$ cat config.mk
export PLATFORM = sky130hd
export DESIGN_NAME = pool_window_gen
export DESIGN_NICKNAME = d
export VERILOG_FILES = /design/src/rtl/pool_window_gen.sv
export SDC_FILE = /design/constraint.sdc
export NUM_CORES = 2
export LEC_CHECK = 0
export BUFFER_PORTS_ARGS = -buffer_cell sky130_fd_sc_hd__clkbuf_2
export CORE_MARGIN = 4
export CORE_UTILIZATION = 45
export CTS_BUF_LIST = sky130_fd_sc_hd__clkbuf_8
export DETAILED_ROUTE_END_ITERATION = 8
export PLACE_DENSITY = 0.72
export SYNTH_ARGS = -nofsm -noshare
export SYNTH_HDL_FRONTEND = slang
export SYNTH_SLANG_ARGS = --single-unit
export TNS_END_PERCENT = 5
$ cat constraint.sdc
create_clock -name i_clk -period 11.8 [get_ports i_clk]
set_input_delay 1.18 -clock i_clk [delete_from_list [all_inputs] [get_ports i_clk]]
set_output_delay 1.18 -clock i_clk [all_outputs]
set_load 0.02 [all_outputs]
$ cat src/rtl/pool_window_gen.sv
// Streaming KxK window generator for pooled feature planes.
// Line buffers hold the previous K-1 rows; a shift register holds the active window.
module pool_window_gen #(
  parameter int unsigned DATA_WIDTH  = 16,
  parameter int unsigned NUM_COLUMNS = 14,
  parameter int unsigned NUM_ROWS    = 14,
  parameter int unsigned KERNEL_SIZE = 5
) (
  input  logic                                              i_clk,
  input  logic                                              i_rst_n,
  input  logic                                              i_valid,
  input  logic signed [DATA_WIDTH-1:0]                      i_features,
  output logic                                              o_valid,
  output logic                                              o_last,
  output logic [KERNEL_SIZE*KERNEL_SIZE*DATA_WIDTH-1:0]     o_window
);

  localparam int unsigned ColW   = $clog2(NUM_COLUMNS);
  localparam int unsigned RowW   = $clog2(NUM_ROWS);
  localparam int unsigned WinW   = KERNEL_SIZE * KERNEL_SIZE * DATA_WIDTH;

  localparam logic [ColW-1:0] ColStart = ColW'(KERNEL_SIZE - 1);
  localparam logic [ColW-1:0] ColLast  = ColW'(NUM_COLUMNS - 1);
  localparam logic [RowW-1:0] RowStart = RowW'(KERNEL_SIZE - 1);
  localparam logic [RowW-1:0] RowLast  = RowW'(NUM_ROWS - 1);

  logic [ColW-1:0]       col_cnt_q, col_cnt_d;
  logic [RowW-1:0]       row_cnt_q, row_cnt_d;
  logic [DATA_WIDTH-1:0] lb_q   [KERNEL_SIZE-1][NUM_COLUMNS];
  logic [DATA_WIDTH-1:0] col_vec[KERNEL_SIZE];
  logic [DATA_WIDTH-1:0] win_q  [KERNEL_SIZE][KERNEL_SIZE];
  logic [DATA_WIDTH-1:0] win_d  [KERNEL_SIZE][KERNEL_SIZE];
  logic [WinW-1:0]       window_flat;
  logic [WinW-1:0]       o_window_q;
  logic                  o_valid_q, o_last_q;
  logic                  emit, last;

  // Column entering the window: buffered rows on top, live feature at the bottom.
  always_comb begin
    for (int unsigned r = 0; r < KERNEL_SIZE - 1; r++) begin
      col_vec[r] = lb_q[r][col_cnt_q];
    end
    col_vec[KERNEL_SIZE-1] = i_features;
  end

  always_comb begin
    for (int unsigned r = 0; r < KERNEL_SIZE; r++) begin
      for (int unsigned c = 0; c < KERNEL_SIZE - 1; c++) begin
        win_d[r][c] = win_q[r][c+1];
      end
      win_d[r][KERNEL_SIZE-1] = col_vec[r];
    end
  end

  always_comb begin
    window_flat = '0;
    for (int unsigned r = 0; r < KERNEL_SIZE; r++) begin
      for (int unsigned c = 0; c < KERNEL_SIZE; c++) begin
        window_flat[(r*KERNEL_SIZE+c)*DATA_WIDTH +: DATA_WIDTH] = win_d[r][c];
      end
    end
  end

  always_comb begin
    col_cnt_d = col_cnt_q;
    row_cnt_d = row_cnt_q;
    if (i_valid) begin
      if (col_cnt_q == ColLast) begin
        col_cnt_d = '0;
        row_cnt_d = (row_cnt_q == RowLast) ? '0 : row_cnt_q + 1'b1;
      end else begin
        col_cnt_d = col_cnt_q + 1'b1;
      end
    end
  end

  // Counter gating keeps windows straddling a row or a plane boundary hidden.
  assign emit = i_valid && (row_cnt_q >= RowStart) && (col_cnt_q >= ColStart);
  assign last = emit && (row_cnt_q == RowLast) && (col_cnt_q == ColLast);

  // Data storage is intentionally left unreset.
  always_ff @(posedge i_clk) begin
    if (i_valid) begin
      for (int unsigned k = 0; k < KERNEL_SIZE - 2; k++) begin
        lb_q[k][col_cnt_q] <= lb_q[k+1][col_cnt_q];
      end
      lb_q[KERNEL_SIZE-2][col_cnt_q] <= i_features;
      win_q <= win_d;
    end
  end

  always_ff @(posedge i_clk or negedge i_rst_n) begin
    if (!i_rst_n) begin
      col_cnt_q  <= '0;
      row_cnt_q  <= '0;
      o_valid_q  <= 1'b0;
      o_last_q   <= 1'b0;
      o_window_q <= '0;
    end else begin
      col_cnt_q <= col_cnt_d;
      row_cnt_q <= row_cnt_d;
      o_valid_q <= emit;
      o_last_q  <= last;
      if (emit) begin
        o_window_q <= window_flat;
      end
    end
  end

  assign o_valid  = o_valid_q;
  assign o_last   = o_last_q;
  assign o_window = o_window_q;

endmodule

# == After elaboration in Yosys (flattened, before gate mapping) ==
# Memory sizes are Yosys's and may differ from the RTL's.
# Index checks and enable logic that the tools add are counted.
# op_classes
n_eq_ne,2
n_addsub,2
n_lt_le_gt_ge,4
n_reduce_logical,6
mux,18
n_bitwise,1
# ops
cell,count
16-bit binary-select mux with 4-bit select,4
224-bit 2-to-1 mux,1
16-bit 2-to-1 mux,9
16-bit demux with 4-bit select,1
4-bit by 1-bit adder with 4-bit output (second input constant),2
4-bit == test (second input constant),2
4-bit by 3-bit >= comparator with 1-bit output (second input constant),2
4-bit 2-to-1 mux,2
5-bit >= comparator (second input constant),1
1-bit logical AND,5
5-bit by 1-bit less-than comparator with 1-bit output (second input constant),1
4-bit NOT with 5-bit output,1
2-bit AND reduction,1
1-bit 2-to-1 mux,1
# totals
mem_count,1
out_inout_bits,402
ramBits,896
reg_bits,730
input_bits,19
# memory_table
memory,depth,width,rd,rd_clocked_by_memory_dff,write_ports,line,rtl
lb_q,4,224,4,0,4,29,logic [DATA_WIDTH-1:0] lb_q [KERNEL_SIZE-1][NUM_COLUMNS];

# == Longest topological paths before layout ==
# depth
depth_word,6
mapped_depth,9
mapped_depth_nobuf,5

# == Worst setup path before layout ==
# OpenSTA, ideal clock, no wires.
# synth_timing
path_type,input port to flip-flop
start,input port i_valid
end,"memory lb_q[0][144] in the netlist's numbering, enable pin"
cell_stages,3
setup_slack_ps,5427
arrival_ps,5808
setup_time_ps,565
path_buffers,1
cell_sequence,buf_4 nand3b_1 nor3_1
# synth_rtl
item,line,rtl
start: declaration,11,"input logic i_valid,"
end: declaration,29,

==> metrics.txt <==
outcome=finished, final reports clean; vias in the first global route=32100; Synth Warn #=0; H-tree depth=4; postcts setup bufs=0; synthesized area=around 60000 um2; die height=373 um; gr usage total=0.204; Core ar.=132000 um2; CP arrival=between 5 and 6 ns; first-pass GRT wire length=209000 um; GP Congestion=0.820; largest net degree at the start of global routing=between 200 and 250; Starting Density=0.454; synth cell count leaders=edfxtp_1 (1216), nand2_1 (1075), dfrtp_1 (410); Placement Rows=133; grt peak-use layer=met2; PwrDens=around 270 nW/um2; syn_nets=about 3700; FF-to-FF path depth=6; r2r endpoint=lb_q[0][6]$_DFFE_PP_; Synth Area in Adders=0; Leak=approximately 28 nW; share of cells above drive strength 1=0.202; syn avg cell area=approximately 16 um2; Ports=421; largest family of logic cells by synthesized area=multiplexers; Post-Syn Instances=about 3700; Final TNS setup=0 ns; # port buffers=420; CP Class=reg -> reg; GR Layer Usage met2=0.327; DR iter-0 viols=about 3300; clk buf depth=3; WL final=143000 um; critical path launch point type=flop; Max Transition Viols Final=0; DR pass1 iterations=6; Synth top area share=0.610; power after layout=roughly 0.019 W; Clock transition at path regs=approximately 0.06 ns; Setup crit end kind=flop; HP Class=in -> async; post-CTS sizing=0; Worst IR Drop VDD=0.234 mV; top cells by area, synth=edfxtp_1 (61%), dfrtp_1 (17%), nand2_1 (6.7%); CTS tree=built; async set-or-reset flop fraction in the synthesized netlist=0.252; Max Freq=0.217 GHz; final net count=between 4000 and 5000; DRC=0; antenna viol nets, final=0; Die X=around 370 um; #FFs+latches synth=1626; max_cap viols=0; xor/xnor cell area share of the yosys netlist=0.000293; relative slew slack=0.206; proportion of synthesized area in mux cells=0.0942; clock sinks=about 1600; Tcrit/Tclk final=0.391; post-synthesis compound-gate area fraction=0.0144; Main synth FF type=edfxtp_1; RSZ-0062 raised after global routing=no; Final min period=4.61 ns; final setup skew=about 0.066 ns; Clk Latency, worst-skew pair=~0.94 ns; antenna violations before repair=10; vias=32800; EDFF count, synth=about 1200; met3 Use GR=0.0429; Area growth syn-to-layout=14.1%; Hold Vio Cnt, Final=0; CTS root buffer=clkbuf_8; post-synth top area cell=edfxtp_1; sequential fraction of the synthesis area=0.782; count of different cell masters after synthesis=38; die area=between 100000 and 150000 um2; DR WL/cell=about 23 um; hpwl dp=between 80000 and 90000 um; fraction of the mapped netlist area in simple logic gates=0.0892; Final setup viols=0; flop-to-flop setup slack=7.19 ns; Num CTS Buffers=between 200 and 250; worst-margin pin slew=approximately 1.2 ns; vias per cell=5.30; Max FO, Critical Path=~150; CP required=about 12 ns; hold buffers post-CTS=0; reg-to-reg startpoint=col_cnt_q[0]$_DFFE_PN0P_; M1 GR Usage=0.280; grt ovf=0; top-count cell post-synth=edfxtp_1
## critical path, cell delays in order (launching register included)
cell and delay, ns:
dfrtp_4 1.01, buf_4 0.77, buf_12 0.75, mux4_1 0.68, mux2i_1 0.15, or2_1 0.14
nand2_1 0.41
## how the worst max path moves through the flow
stage	from	end	slack, ns	cells past startpoint
after global routing	col_cnt_q[0]$_DFFE_PN0P_	lb_q[2][155]$_DFFE_PP_	6.93	6
after CTS	col_cnt_q[0]$_DFFE_PN0P_	lb_q[0][6]$_DFFE_PP_	7.17	6
after global placement	i_valid	o_window[65]$_DFFE_PN0P_	6.71	7
after floorplan	i_valid	lb_q[0][144]$_DFFE_PP_	5.43	3
final	col_cnt_q[0]$_DFFE_PN0P_	lb_q[0][6]$_DFFE_PP_	7.19	6
after detailed placement	i_valid	o_window[71]$_DFFE_PN0P_	6.61	8
## flip-flops by register name (all words and copies together) (netlist names)
| signal | cells |
|---|---|
| win_d | 320 |
| lb_q | 896 |
| o_last | 1 |
| row_cnt_q | 4 |
| o_window | 400 |
| o_valid | 1 |
| col_cnt_q | 4 |
## routing by layer
layer  part of all wire  up-vias
met5           0.000091        -
met3              0.081      211
li1                   -    14500
met1               0.41    16800
met2               0.48     1378
met4              0.027        2
## through the flow
stage | hold WS (ns) | worst slack, ns | utilization | instances | instance area (um2)
floorplan | 0.415 | 5.43 | - | 3697 | 59800
global placement | 0.419 | 6.71 | 0.482 | 5738 | 63500
detailed placement | 0.421 | 6.61 | 0.482 | 5738 | 63500
CTS | 0.334 | 7.17 | 0.518 | 6190 | 68200
global route | 0.384 | 6.93 | 0.518 | 6192 | 68200
finish | 0.385 | 7.19 | 0.518 | 6193 | 68200
## area by class of cell
cell class	count	area (um2)
antenna	3	7.51
clock buffer	284	3910
clock inverter	168	857
fill	10600	63600
inverter	2	23.8
multi-input combinational	1889	12000
sequential	1626	46800
tap	1755	2200
timing repair buffer	466	2500
## cells by family after synthesis
logic type	after synthesis
muxes	385
AOI/OAI and AO/OA	138
DFF	1626
xor gates and xnor gates	2
buffers and inverters	182
and+or+nand+nor	1364
## report_power, final
part           total, W  switching, W  leakage, nW  internal [W]
sequential      0.00913      0.000808         16.8       0.00833
combinational   0.00521       0.00360         8.42       0.00160
clock           0.00437       0.00213         2.85       0.00224
total            0.0187       0.00654         28.1        0.0122
## cells in the final DEF (no fill, tap or decap), types with 2 or more instances in the layout
master	n
buf_8	2
clkinvlp_4	3
dfrtp_1	406
diode_2	3
nor2_1	195
clkbuf_8	284
inv_1	110
o22ai_1	64
inv_12	6
buf_4	43
clkinv_1	17
inv_8	3
nor3_2	4
o21ai_1	4
a31oi_1	64
buf_12	3
mux4_2	80
clkinv_2	22
mux4_1	48
or2_1	64
dfrtp_4	3
edfxtp_1	1216
nor2_4	10
inv_6	3
clkbuf_2	418
nand3b_1	4
nand2_1	1075
nand3_1	5
a211oi_1	2
clkinv_4	2
bufinv_16	2
mux2i_1	256
a21o_1	3
No activity file was read; power rests on OpenSTA's default activity.
